## config.mk

```make
export PLATFORM = sky130hd
export DESIGN_NAME = solution_receiver
export DESIGN_NICKNAME = d
export VERILOG_FILES = /design/src/rtl/solution_receiver.sv
export SDC_FILE = /design/constraint.sdc
export NUM_CORES = 1
export LEC_CHECK = 0
export ABC_AREA = 1
export BUFFER_PORTS_ARGS = -buffer_cell sky130_fd_sc_hd__buf_2
export CAP_MARGIN = 20
export CORE_AREA = 2 2 180 182
export CTS_BUF_LIST = sky130_fd_sc_hd__clkbuf_8
export CTS_CLUSTER_SIZE = 30
export DETAILED_ROUTE_END_ITERATION = 12
export DIE_AREA = 0 0 182 184
export PLACE_DENSITY_LB_ADDON = 0.05
export SYNTH_ARGS = -nofsm -noshare
export SYNTH_HDL_FRONTEND = slang
export SYNTH_SLANG_ARGS = --single-unit
```

## constraint.sdc

```tcl
create_clock -name clk -period 1.85 [get_ports clk]
set_input_delay 0.0925 -clock clk [delete_from_list [all_inputs] [get_ports clk]]
set_output_delay 0.0925 -clock clk [all_outputs]
set_load 0.01 [all_outputs]
```

## src/rtl/solution_receiver.sv

```systemverilog
// Rebuilds a nonogram solution grid from a UART byte stream: a header {m,n}, then two bytes per row.
// Commits grid/m/n with a one-cycle done pulse; malformed or stalled frames give a one-cycle error pulse.

module solution_row #(
  parameter int MAX_COLS = 11
) (
  input  logic                clk,
  input  logic                rst,
  input  logic                clr,
  input  logic                wr_lo,
  input  logic                wr_hi,
  input  logic [7:0]          data,
  input  logic [MAX_COLS-1:0] col_en,
  output logic [MAX_COLS-1:0] bits_nx
);
  logic [MAX_COLS-1:0] bits;

  // Columns 0-7 come from the low byte, 8.. from the high byte; padding columns are masked off.
  always_comb begin
    bits_nx = bits;
    if (clr) bits_nx = '0;
    else begin
      for (int c = 0; c < MAX_COLS; c++) begin
        if (wr_lo && c < 8)  bits_nx[c] = data[c % 8] & col_en[c];
        if (wr_hi && c >= 8) bits_nx[c] = data[c % 8] & col_en[c];
      end
    end
  end

  always_ff @(posedge clk) begin
    if (rst) bits <= '0;
    else     bits <= bits_nx;
  end
endmodule

module solution_receiver #(
  parameter int MAX_ROWS       = 11,
  parameter int MAX_COLS       = 11,
  parameter int TIMEOUT_CYCLES = 50_000_000
) (
  input  logic                         clk,
  input  logic                         rst,
  input  logic                         valid_in,
  input  logic [7:0]                   byte_in,
  output logic [MAX_ROWS*MAX_COLS-1:0] solution,
  output logic [$clog2(MAX_ROWS)-1:0]  m,
  output logic [$clog2(MAX_COLS)-1:0]  n,
  output logic                         done,
  output logic                         error
);
  localparam int MW = $clog2(MAX_ROWS);
  localparam int NW = $clog2(MAX_COLS);
  localparam int GW = $clog2(TIMEOUT_CYCLES + 1);
  localparam logic [GW-1:0] GAP_MAX = GW'(TIMEOUT_CYCLES - 1);
  localparam logic [4:0]    MAX_M   = 5'(MAX_ROWS);
  localparam logic [4:0]    MAX_N   = 5'(MAX_COLS);

  typedef enum logic [1:0] {IDLE, ROW_LO, ROW_HI} state_t;
  typedef struct packed {
    logic [3:0] m;
    logic [3:0] n;
  } hdr_t;

  state_t state, state_nx;
  hdr_t   hdr_in, shadow;
  logic [3:0]    row_idx;
  logic [GW-1:0] gap_cnt;

  logic        hdr_ok, pad_bad, last_row, gap_hit;
  logic        start, wr_lo, wr_hi, commit, reject;
  logic [15:0] col_en;
  logic [MAX_COLS-1:0] col_en_row;
  logic [MAX_ROWS-1:0] wr_lo_r, wr_hi_r;
  logic [MAX_ROWS-1:0][MAX_COLS-1:0] rows_nx;

  assign hdr_in = hdr_t'(byte_in);

  always_comb begin
    hdr_ok = (hdr_in.m != 4'd0) && ({1'b0, hdr_in.m} <= MAX_M) &&
             (hdr_in.n != 4'd0) && ({1'b0, hdr_in.n} <= MAX_N);
    for (int c = 0; c < 16; c++) col_en[c] = (5'(c) < {1'b0, shadow.n});
    pad_bad  = (state == ROW_LO) ? |(byte_in & ~col_en[7:0]) : |(byte_in & ~col_en[15:8]);
    last_row = (row_idx == (shadow.m - 4'd1));
    gap_hit  = (gap_cnt == GAP_MAX);
  end

  assign col_en_row = col_en[MAX_COLS-1:0];

  // State register
  always_ff @(posedge clk) begin
    if (rst) state <= IDLE;
    else     state <= state_nx;
  end

  // Next state: an arriving byte always wins over the timeout
  always_comb begin
    state_nx = state;
    case (state)
      IDLE:   if (valid_in && hdr_ok) state_nx = ROW_LO;
      ROW_LO: if (valid_in)           state_nx = pad_bad ? IDLE : ROW_HI;
              else if (gap_hit)       state_nx = IDLE;
      ROW_HI: if (valid_in)           state_nx = (pad_bad || last_row) ? IDLE : ROW_LO;
              else if (gap_hit)       state_nx = IDLE;
      default:                        state_nx = IDLE;
    endcase
  end

  // Control strobes
  always_comb begin
    start  = 1'b0;
    wr_lo  = 1'b0;
    wr_hi  = 1'b0;
    commit = 1'b0;
    reject = 1'b0;
    case (state)
      IDLE:   if (valid_in) begin
                if (hdr_ok) start  = 1'b1;
                else        reject = 1'b1;
              end
      ROW_LO: if (valid_in) begin
                if (pad_bad) reject = 1'b1;
                else         wr_lo  = 1'b1;
              end else if (gap_hit) reject = 1'b1;
      ROW_HI: if (valid_in) begin
                if (pad_bad) reject = 1'b1;
                else begin
                  wr_hi  = 1'b1;
                  commit = last_row;
                end
              end else if (gap_hit) reject = 1'b1;
      default: ;
    endcase
  end

  always_comb begin
    for (int r = 0; r < MAX_ROWS; r++) begin
      wr_lo_r[r] = wr_lo && (row_idx == 4'(r));
      wr_hi_r[r] = wr_hi && (row_idx == 4'(r));
    end
  end

  solution_row #(.MAX_COLS(MAX_COLS)) u_row [MAX_ROWS-1:0] (
    .clk     (clk),
    .rst     (rst),
    .clr     (start),
    .wr_lo   (wr_lo_r),
    .wr_hi   (wr_hi_r),
    .data    (byte_in),
    .col_en  (col_en_row),
    .bits_nx (rows_nx)
  );

  // Commit takes the next-state rows so the final high byte lands in the same edge.
  always_ff @(posedge clk) begin
    if (rst) begin
      shadow   <= '0;
      row_idx  <= '0;
      gap_cnt  <= '0;
      solution <= '0;
      m        <= '0;
      n        <= '0;
      done     <= 1'b0;
      error    <= 1'b0;
    end else begin
      done  <= commit;
      error <= reject;
      if (start) begin
        shadow  <= hdr_in;
        row_idx <= '0;
      end else if (wr_hi && !commit) begin
        row_idx <= row_idx + 4'd1;
      end
      gap_cnt <= (state == IDLE || valid_in || gap_hit) ? '0 : gap_cnt + 1'b1;
      if (commit) begin
        solution <= rows_nx;
        m        <= MW'(shadow.m);
        n        <= NW'(shadow.n);
      end
    end
  end
endmodule
```

* Word level (Yosys, flattened, before mapping)
Cells that the tools add are included.
** Operators by class
- $add $sub $neg :: 3
- $lt $le $gt $ge :: 17
- Equality and inequality tests :: 15
- Muxes and demuxes :: 156
- Bitwise gates (word level) :: 15
- Reduce and logical (&&, ||, !) cells :: 40
** Operators with widths (number)
- 2-to-1 mux 1 bit :: 138
- 2-to-1 mux 11 bit :: 11
- < comparator 4 bit, first input constant :: 7
- logical AND 1 bit :: 27
- adder 26 x 1 -> 26 bit, second input constant :: 1
- == test 26 bit, second input constant :: 1
- AND 8 bit :: 2
- == test 4 x 3 -> 1 bit, second input constant :: 4
- < comparator 3 x 4 -> 1 bit, first input constant :: 4
- OR reduction 8 bit :: 2
- == test 4 bit, second input constant :: 3
- AND 1 bit :: 11
- 2-to-1 mux 2 bit :: 5
- == test 4 x 2 -> 1 bit, second input constant :: 2
- less-or-equal comparator 4 bit, second input constant :: 2
- < comparator 1 x 4 -> 1 bit, first input constant :: 2
- < comparator 2 x 4 -> 1 bit, first input constant :: 2
- NOT 7 -> 8 bit :: 1
- NOT 8 bit :: 1
- nonzero test 4 bit :: 2
- case mux 2 bit (3 select lines) :: 1
- OR reduction 2 bit :: 3
- adder 4 x 1 -> 4 bit, second input constant :: 1
- == test 4 x 1 -> 1 bit, second input constant :: 1
- other kinds (10) :: 12
** Storage, ports and cells
- Register bits :: 292
- Output and inout bits :: 131
- Word-level logic and storage cells :: 267

* Logic depth before layout (Yosys ltp)
Gate-level depths: netlist (run 1).
- Depth in word-level cells :: 11
- Mapped depth :: 17

* Hierarchy
From an unflattened synthesis (run 1), not the netlist that was laid out.
** Unflattened totals
- Cell total of the unflattened synthesis :: 2247
- Area total of the unflattened synthesis :: 14596.5 µm²
** Modules (own cells, without submodules)
- solution_receiver :: instances 1, cells each 1235, area an instance 8251.7 µm²
- solution_row :: instances 11, cells each 92, area an instance 576.8 µm²

* Worst setup path before layout (run 1)
No wires, ideal clock.
- Kind :: flip-flop to flip-flop
- From :: register shadow[3] (netlist bit)
- To :: register solution[0]
- Arrival :: 1775 ps
- Required time :: 1741 ps
- Path slack :: -34 ps
- Stages on the path, launching flop included :: 15
- Path buffers :: 3
- Clock period less this slack :: 1884 ps
- Cell sequence :: dfxtp_1 > buf_2 > inv_1 > nand3_1 > nand2_1 > nor2_4 > a21oi_1 > nor2_4 > nand2_1 > nor2_4 > buf_6 > buf_6 > nand2_1 > nand2_1 > inv_1
** Between the ends
- Longest elaborated chain between the ends :: 11
** RTL lines
- start: declaration :: RTL line 65 : hdr_t hdr_in, shadow;
- start signal: assignment :: RTL line 168 : shadow <= hdr_in;
- < comparator 4 bit (tied with other cells) :: RTL line 81 : for (int c = 0; c < 16; c++) col_en[c] = (5'(c) < {1'b0, shadow.n});
- NOT 7 -> 8 bit / NOT 8 bit (equally long branches) :: RTL line 82 : pad_bad = (state == ROW_LO) ? |(byte_in & ~col_en[7:0]) : |(byte_in & ~col_en[15:8]);
- AND 8 bit :: RTL line 82
- OR reduction 8 bit :: RTL line 82
- 2-to-1 mux 1 bit :: RTL line 82
- 2-to-1 mux 1 bit :: RTL line 121 : if (pad_bad) reject = 1'b1;
- 2-to-1 mux 1 bit :: RTL line 120 : ROW_LO: if (valid_in) begin
- 2-to-1 mux 1 bit :: RTL line 115 : case (state)
- logical AND 1 bit :: RTL line 137 : wr_lo_r[r] = wr_lo && (row_idx == 4'(r));
- 2-to-1 mux 1 bit :: RTL line 24 : if (wr_lo && c < 8) bits_nx[c] = data[c % 8] & col_en[c];
- 2-to-1 mux 11 bit :: RTL line 21 : if (clr) bits_nx = '0;
- end signal: assignment :: RTL line 175 : solution <= rows_nx;
- end: declaration :: RTL line 45 : output logic [MAX_ROWS*MAX_COLS-1:0] solution,
Several ways; a longest one is shown, not always the timed one.
A chain may end at the register's enable or synchronous reset.

* Worst setup path in the final report (run 1)
- From :: register shadow[2] (netlist bit)
- To :: register solution[117]
Same word-level chain as after synthesis.

==> flow_metrics.tcl, run 1 <==
set metrics [dict create \
    drt-initial-drc-count 795 \
    slew_violations 0 \
    cp.required_ns 2.34 \
    drtAntennaViolNets 0 \
    synth_fp_nets 1738 \
    place_ws_ns -0.295 \
    hold_viol_final 1 \
    drv_cap 0 \
    fin_nets 2018 \
    cp-end-kind "flop" \
    crit_family "simple AND/OR/NAND/NOR gates" \
    drive_gt1_frac 0.309 \
    die_area_mm2 0.0335 \
    setup_viol 169 \
    holdWs_ns -0.00402 \
    cts_buffers 51 \
    yosys_warnings 0 \
    final_core_util 0.549 \
    yosys.cell_types.count 34 \
    syn_inst 1717 \
    worst-path-buf-inv 5 \
    synth.cell_area_mm2 0.0125 \
    status "finished, violations left" \
    grt_pass1_vias 11083 \
    grt.overflow.total 0 \
    insertion_delay_ns 0.60 \
    yosysSeqAreaShare 0.467 \
    grt_max_degree 116 \
    tns_ns -18.70 \
    area_delta_synth_final_pct 37.7 \
    route.detailed.drc 0 \
    critPathLaunchType "flop" \
    portBuffers 141 \
    cts_tree "yes" \
    slew_headroom 0.633 \
    ioPinCount 142 \
    cts_sinks 292 \
    p_leak_nw 7.80 \
    max_freq_ghz 0.488 \
    root_buffer "clkbuf_8" \
    antenna_found_initial 0 \
    cp.depth 15 \
    p_total_mw 13.2 \
    start_util 0.399 \
    path_cells "buf_6 > a21oi_2 > nand2_1 > nand2_2 > nor2_4 > a21oi_2 > nor2_4 > nand2_2 > nor2_4 > buf_12 > clkbuf_16 > clkbuf_16 > nand2_1 > nand2_1 > inv_1" \
    crit_arrival_ns 2.54 \
    finalCritPeriodShare 1.11 \
    hold_path.class "in2reg" \
    rr_worst_depth 15 \
    path_clk_slew_ns 0.06 \
    avgViaCountPerCell 4.84 \
    wl_per_cell_um 15.5 \
    die_h_um 184 \
    synth.avg_cell_area_um2 7.29 \
    layout_commonest_cell "dfxtp_1" \
    layout_common_cells "dfxtp_1 (281), inv_1 (262), nand2_1 (255)" \
    dp_hpwl_um 22700 \
    rsz0062_at_grt "yes" \
    cp_max_fo 6 \
    crit_slowest_cell "dfxtp_4" \
    ys_ff_latch 292 \
    wl_um 37800 \
    grt_usage 0.211 \
    fp.coreArea_mm2 0.0314 \
    vias 11791 \
    routed-wl-met2_um 18000 \
    power.density_mw_per_mm2 768 \
    die_x_um 182 \
    globalplace.congestion 0.837 \
    cts_buffer_depth 3 \
    finalCriticalPeriod_ns 2.05 \
    h-tree-depth 2 \
    max_stage_delay_ns 0.41 \
    violations "negative hold slack, negative setup slack" \
    drt-met1-wl_um 17500 \
    diodes 0 \
    worst_pin_slew_ns 0.550 \
    hold_depth 3 \
    path_class "reg2reg" \
    setup_ws_ns -0.199 \
    met3_length_um 1590 \
    irDropWorstVdd_mv 0.539 \
    highest_layer "met4" \
    rows 65 \
    finClkSkew_ns 0.0344 \
    drt-pass1-iter-count 5 \
    grt_pass1_wl_um 57300 \
]
per-stage QoR:
| step | instances | instance area, um2 | hold WS (ns) |
|---|---|---|---|
| after CTS | 2398 | 15900 | 0.00218 |
| after global placement | 2292 | 14600 | 0.422 |
| after floorplan | 1717 | 12500 | 0.241 |
| after detailed placement | 2292 | 14600 | 0.413 |
| final | 2434 | 17200 | -0.00402 |
| after global routing | 2434 | 17200 | 0.0373 |
Yosys cell counts, drive strengths merged:
cell type    n  share of area
nand2      341           0.10
dfxtp      292           0.47
inv        274          0.082
a21oi      206          0.082
nor2       191          0.071
o21ai      110          0.044
buf         56          0.030
nand3       53          0.021
nand4       52          0.027
clkbuf      51          0.015
o211ai      42          0.025
ha          10          0.010
nor3         9         0.0036
xnor2        7         0.0049
nor3b        4         0.0024
o21a         4         0.0024
xor2         4         0.0028
a211oi       3         0.0018
or2          3         0.0015
o22ai        2         0.0010
a31oi        1        0.00050
and3         1        0.00050
nor4         1        0.00050
timing repair:
item,CTS,global route
gates resized for setup,59,271
setup endpoints to repair,277,280
endpoints found under the hold margin,8,0
gates cloned,5,19
hold buffers,8,0
pin swaps,15,75
buffers inserted,7,19
where the power goes:
part / leakage, nW / switching [mW] / internal (mW)
Clock: 0.576 / 2.72 / 3.15
Combinational: 4.87 / 0.619 / 0.400
Sequential: 2.36 / 0.0330 / 6.32
Total: 7.80 / 3.37 / 9.86
worst paths after layout:
kind	from	endpoint	slack, ns
hold / removal	rst	u_row[1].bits[7]	-0.004
hold reg to reg	m[3]	m[3]	0.47
setup / recovery	shadow[2]	solution[117]	-0.20
setup reg to reg	shadow[2]	solution[117]	-0.20
layout make-up:
class                           instances  area (um2)
Timing Repair Buffer                  329        2900
Fill cell                            3035       14200
Inverter                              274        1030
Multi-Input combinational cell       1049        5910
Tap cell                              402         503
Sequential cell                       292        5870
Clock inverter                         23         116
Clock buffer                           65         895
metal layers:
metal | GRT usage | vias to the layer above
li1 | - | 6043
met1 | 0.280 | 5465
met2 | 0.352 | 221
met3 | 0.0351 | 62
met4 | 0.0613 | 0
met5 | 0 | -
worst min-delay path: cells and delay by family:
family	cells	cell delay (ns)
buffers and inverters	2	0.32
and+or+nand+nor	1	0.13
flip-flops by register name, summed over array words and instances, names as in the netlist, 2 cells and up:
register and cells:
gap_cnt 26, m 4, n 4, row_idx 4, shadow 8, solution 121
state 2, u_row.bits 121
cells by family (layout without fill, tap and decap cells):
group / after synthesis / in the layout / synth area share
compound gates: 368 / 368 / 0.157
xor+xnor: 11 / 11 / 0.00770
fa+ha+maj: 10 / 10 / 0.0100
buf+inv: 381 / 691 / 0.127
flops: 292 / 292 / 0.467
simple gates: 655 / 660 / 0.231
No activity file was read; power rests on OpenSTA's default activity.
==> run 2, diff against run 1 <==
Settings changed: SETUP_SLACK_MARGIN from default to 0.4.
==> run 2 against run 1 <==
The flow finishes with violations (negative setup slack). Die area unchanged. Cell area down 4.2%. Worst hold slack better by 0.048 ns. Utilization down 2.3 points. First-iteration DRC count down 12%. Clock power up 4.6%. Clock skew down 0.0017 ns. Non-clock buffer count down 21. Power up 1.7%. Critical path type unchanged. Critical endpoint is now solution[84]. Highest routed layer unchanged.
==> flow_metrics.tcl, run 2 (synthesis gave the netlist of run 1 again) <==
set metrics [dict create \
    drv_cap 0 \
    irDropWorstVdd_mv 0.542 \
    grt.overflow.total 0 \
    crit_family "simple AND/OR/NAND/NOR gates" \
    reg_top3 "solution x121, u_row.bits x121, gap_cnt x26" \
    power.density_mw_per_mm2 815 \
    rr_endpoint "solution[84]" \
    cp.required_ns 2.32 \
    finalCriticalPeriod_ns 2.11 \
    vias 11658 \
    crit_path_frequent_cell "nand2_1" \
    hold_viol_final 0 \
    root_buffer "clkbuf_8" \
    die_h_um 184 \
    die_x_um 182 \
    globalplace.congestion 0.878 \
    rsz0062_at_grt "yes" \
    rrSetupSlack_ns -0.26 \
    start_util 0.399 \
    fin_cells 2411 \
    critPathLaunchType "flop" \
    place_ws_ns -0.303 \
    tns_ns -27.32 \
    grt_usage 0.217 \
    hold_path.class "in2reg" \
    cts_tree "yes" \
    route.detailed.drc 0 \
    grt_max_degree 161 \
    drt-pass1-iter-count 5 \
    p_total_mw 13.5 \
    p_leak_nw 7.63 \
    drt-initial-drc-count 698 \
    cp-end-kind "flop" \
    crit_start "shadow[0]" \
    cp_max_fo 7 \
    layout_commonest_cell "nand2_1" \
    finClkSkew_ns 0.0327 \
    slew_headroom 0.461 \
    wl_per_cell_um 15.3 \
    worstSetupEndpoint "solution[84]" \
    crit_arrival_ns 2.58 \
    dp_hpwl_um 22500 \
    crit_slowest_cell "dfxtp_4" \
    setup_ws_ns -0.256 \
    drtAntennaViolNets 0 \
    slew_violations 0 \
    avgViaCountPerCell 4.84 \
    h-tree-depth 2 \
    worst_pin_slew_ns 0.809 \
    path_cells "nor2_1 > nand2_1 > o21ai_1 > nor2_2 > nand4_4 > buf_12 > buf_16 > nor2_4 > buf_4 > o211ai_1 > nand2_1 > nand2_1 > inv_1" \
    rr_worst_depth 13 \
    cts_buffer_depth 3 \
    ioPinCount 142 \
    max_freq_ghz 0.475 \
    place_inst 2277 \
    status "finished, violations left" \
    setup_viol 226 \
    grt_pass1_vias 10877 \
    path_clk_slew_ns 0.06 \
    insertion_delay_ns 0.58 \
    layout_common_cells "nand2_1 (328), dfxtp_1 (284), inv_1 (281)" \
    wl_um 37000 \
    fin_nets 1996 \
    cp.depth 13 \
    finalCritPeriodShare 1.14 \
    rows 65 \
    path_class "reg2reg" \
    fp.coreArea_mm2 0.0314 \
    grt_pass1_wl_um 58200 \
    portBuffers 141 \
    antenna_found_initial 0 \
    cts_sinks 292 \
    drive_gt1_frac 0.248 \
    area_delta_synth_final_pct 31.9 \
    diodes 0 \
    violations "negative setup slack" \
    worst-path-buf-inv 4 \
    r2r-start "shadow[0]" \
    max_stage_delay_ns 0.37 \
    cts_buffers 50 \
    die_area_mm2 0.0335 \
]
[run 2: stage by stage]
step	area [um2]	utilization	hold slack, ns
after CTS	16100	0.514	0.0183
after detailed placement	14500	0.461	0.406
final	16500	0.526	0.0435
after floorplan	12600	-	0.234
after global placement	14500	0.461	0.399
after global routing	16500	0.526	0.0499
[run 2: tightest hold or removal path, cell delays in order]
cell     delay (ns)
buf_6          0.09
inv_1          0.08
buf_4          0.19
o21ai_0        0.08
a21oi_1        0.04
[run 2: worst min-delay path by stage]
stage / start / to / slack [ns] / depth (start not counted)
after detailed placement: byte_in[0] / shadow[0] / 0.41 / 3
after CTS: rst / solution[53] / 0.02 / 5
final: rst / solution[53] / 0.04 / 5
after global placement: byte_in[0] / shadow[0] / 0.40 / 3
after floorplan: byte_in[2] / shadow[2] / 0.23 / 2
after global routing: rst / solution[42] / 0.05 / 5
[run 2: area by class of cell]
type / instances / area [um2]
fillers: 3125 / 14900
flip-flops and latches: 292 / 5870
multi-input cells: 1049 / 5510
repair buffers: 308 / 2530
inverters: 274 / 1030
clock buffers: 67 / 922
well taps: 402 / 503
clock inverters: 19 / 140
[run 2: where the power goes]
group | switching [mW] | total (mW) | internal (mW)
Combinational | 0.611 | 0.975 | 0.363
Sequential | 0.0306 | 6.35 | 6.32
Clock | 2.65 | 6.14 | 3.49
Total | 3.29 | 13.5 | 10.2
[run 2: metal layers]
layer / global-route usage / wire, um / up-vias
met5: 0 / 0 / -
li1: - / - / 5982
met1: 0.284 / 17000 / 5329
met2: 0.355 / 16800 / 270
met4: 0.0716 / 1040 / 0
met3: 0.0469 / 2080 / 77
[run 2: repair_timing]
| action | 4_1_cts | 5_1_grt |
|---|---|---|
| endpoints found under the hold margin | 9 | 0 |
| setup buffers | 18 | 10 |
| cloned | 8 | 3 |
| resized for setup | 82 | 65 |
| pin swaps | 30 | 24 |
| setup endpoints to repair | 292 | 292 |
| hold buffers | 9 | 0 |
==> run 3, diff against run 2 <==
Settings changed: CTS_BUF_LIST sky130_fd_sc_hd__clkbuf_8 to default.
==> run 3 against run 2 <==
Combinational power grew 2.4%. Critical endpoint is now solution[95]. Setup slack gained 0.025 ns. Utilization is essentially flat. Highest routed layer unchanged. The flow still finishes with violations (negative setup slack). Cell count shrank 1.0%. Largest power group is now the clock network. Global-route usage shrank 0.81 points.
==> flow_metrics.tcl, run 3 (synthesis gave the netlist of run 1 again) <==
set metrics [dict create \
    layout_commonest_cell "nand2_1" \
    status "finished, violations left" \
    r2r-start "shadow[1]" \
    slew_violations 0 \
    wl_per_cell_um 15.7 \
    grt.overflow.total 0 \
    rr_endpoint "solution[95]" \
    max_stage_delay_ns 0.39 \
    drive_gt1_frac 0.238 \
    worst-path-buf-inv 5 \
    tns_ns -28.38 \
    power.density_mw_per_mm2 856 \
    portBuffers 141 \
    internal_power_mw 10.8 \
    path_clk_slew_ns 0.06 \
    avgViaCountPerCell 4.87 \
    rsz0062_at_grt "yes" \
    fin_cells 2386 \
    cp_max_fo 12 \
    setup_ws_ns -0.231 \
    die_area_mm2 0.0335 \
    switching_share 0.238 \
    die_h_um 184 \
    p_seq_frac 0.449 \
    regArea_mm2 0.00587 \
    die_x_um 182 \
    crit_arrival_ns 2.50 \
    insertion_delay_ns 0.52 \
    path_class "reg2reg" \
    cts_buffer_depth 3 \
    final_core_util 0.526 \
    p_sw_mw 3.36 \
    fin_nets 1980 \
    crit_start "shadow[1]" \
    antenna_found_initial 0 \
    setup_viol 245 \
    critPathLaunchType "flop" \
    route.detailed.drc 0 \
    p_clk_frac 0.480 \
    max_freq_ghz 0.480 \
    rrSetupSlack_ns -0.23 \
    grt_pass1_wl_um 56300 \
    root_buffer "clkbuf_16" \
    fp.coreArea_mm2 0.0314 \
    irDropWorstVdd_mv 0.536 \
    drt-pass1-iter-count 7 \
    path_cells "nand2_4 > inv_4 > nand2_4 > nand3_2 > nand2_2 > nor2_4 > nand4_4 > buf_6 > buf_4 > nor2_4 > buf_12 > a21oi_1 > o21ai_0 > nand2_1 > nand2_1 > inv_1" \
    finalCritPeriodShare 1.13 \
    dp_hpwl_um 22500 \
    cts_tree "yes" \
    hold_viol_final 0 \
    hold_path.class "in2reg" \
    wl_um 37400 \
    worst_pin_slew_ns 0.842 \
    drtAntennaViolNets 0 \
    cp-end-kind "flop" \
    hold_depth 4 \
    drt-initial-drc-count 682 \
    start_util 0.399 \
    rows 65 \
    fillers 3100 \
    diodes 0 \
    ioPinCount 142 \
    grt_pass1_vias 10593 \
    p_total_mw 14.1 \
    cp.required_ns 2.27 \
    cts_sinks 292 \
    place_inst 2277 \
    drv_cap 0 \
    finClkSkew_ns 0.0188 \
    min-delay-start "byte_in[6]" \
    globalplace.congestion 0.878 \
    finalCriticalPeriod_ns 2.08 \
    p_leak_nw 7.58 \
    vias 11615 \
    rr_worst_depth 16 \
    cts_buffers 34 \
    reg_top3 "solution x121, u_row.bits x121, gap_cnt x26" \
    place_ws_ns -0.303 \
    multiInputGateArea_mm2 0.00545 \
    violations "negative setup slack" \
    area_delta_synth_final_pct 31.9 \
    grt_usage 0.209 \
    slew_headroom 0.439 \
    combPwrFrac 0.071 \
    h-tree-depth 2 \
    hold_end "shadow[6]" \
    crit_slowest_cell "dfxtp_4" \
    layout_common_cells "nand2_1 (327), dfxtp_1 (283), inv_1 (264)" \
    grt_max_degree 161 \
    crit_family "simple AND/OR/NAND/NOR gates" \
]
run 3: cell types whose count changed in the layout (fill, tap and decap cells not counted), sizes merged:
cell         before  now
nor2            196  197
buf             296  295
dlygate4sd3       9    6
clkinvlp          0    3
bufinv            2    3
clkinv            4    8
inv             287  276
clkbuf           70   51
run 3: final cells by class:
cell class                 instances  share of cell area
clock buffer                      45              0.0577
clock inverter                    16              0.0110
inverter                         274              0.0626
multi-input combinational       1050               0.330
sequential                       292               0.356
tap                              402              0.0305
timing repair buffer             307               0.152
run 3: layer usage:
metal  vias to the layer above  part of all wire  track usage
li1                       5956                 -            -
met1                      5379              0.47        0.276
met2                       229              0.47        0.350
met3                        51             0.048       0.0345
met4                         0             0.019       0.0623
met5                         -                 0            0
run 3: worst max path at each step:
| stage | end | slack [ns] | cells after the start |
|---|---|---|---|
| after floorplan | solution[0] | 0.02 | 15 |
| after global placement | solution[100] | -0.31 | 13 |
| after detailed placement | solution[100] | -0.30 | 14 |
| after CTS | solution[100] | -0.21 | 14 |
| after global routing | solution[10] | -0.41 | 16 |
| final | solution[95] | -0.23 | 16 |
run 3: stage by stage:
step | area, um2 | hold slack, ns
finish | 16500 | 0.0410
global route | 16500 | 0.0543
CTS | 15900 | 0.0194
detailed placement | 14500 | 0.406
global placement | 14500 | 0.399
floorplan | 12600 | 0.234
run 3: worst register-to-register path, delay by kind of cell (launching register included):
kind | cells | cell delay (ns)
AO/OA/AOI/OAI | 2 | 0.18
AND/OR/NAND/NOR | 9 | 0.87
flip-flops | 1 | 0.39
buffers and inverters | 5 | 0.55
run 3: power groups by stage:
stage / Combinational, mW / Sequential (mW) / Clock [mW]
floorplan: 0.455 / 6.47 / 0
global placement: 0.881 / 6.48 / 0
detailed placement: 0.880 / 6.48 / 0
CTS: 0.932 / 6.34 / 6.97
global route: 1.08 / 6.35 / 7.22
finish: 0.998 / 6.35 / 6.78
run 3: what timing repair did:
| action | 4_1_cts | 5_1_grt |
|---|---|---|
| resized for setup | 39 | 102 |
| cloned | 4 | 11 |
| endpoints found under the hold margin | 6 | 0 |
| hold buffers | 6 | 0 |
| pin swaps | 9 | 22 |
| setup endpoints to repair | 292 | 292 |
| buffers inserted | 11 | 16 |
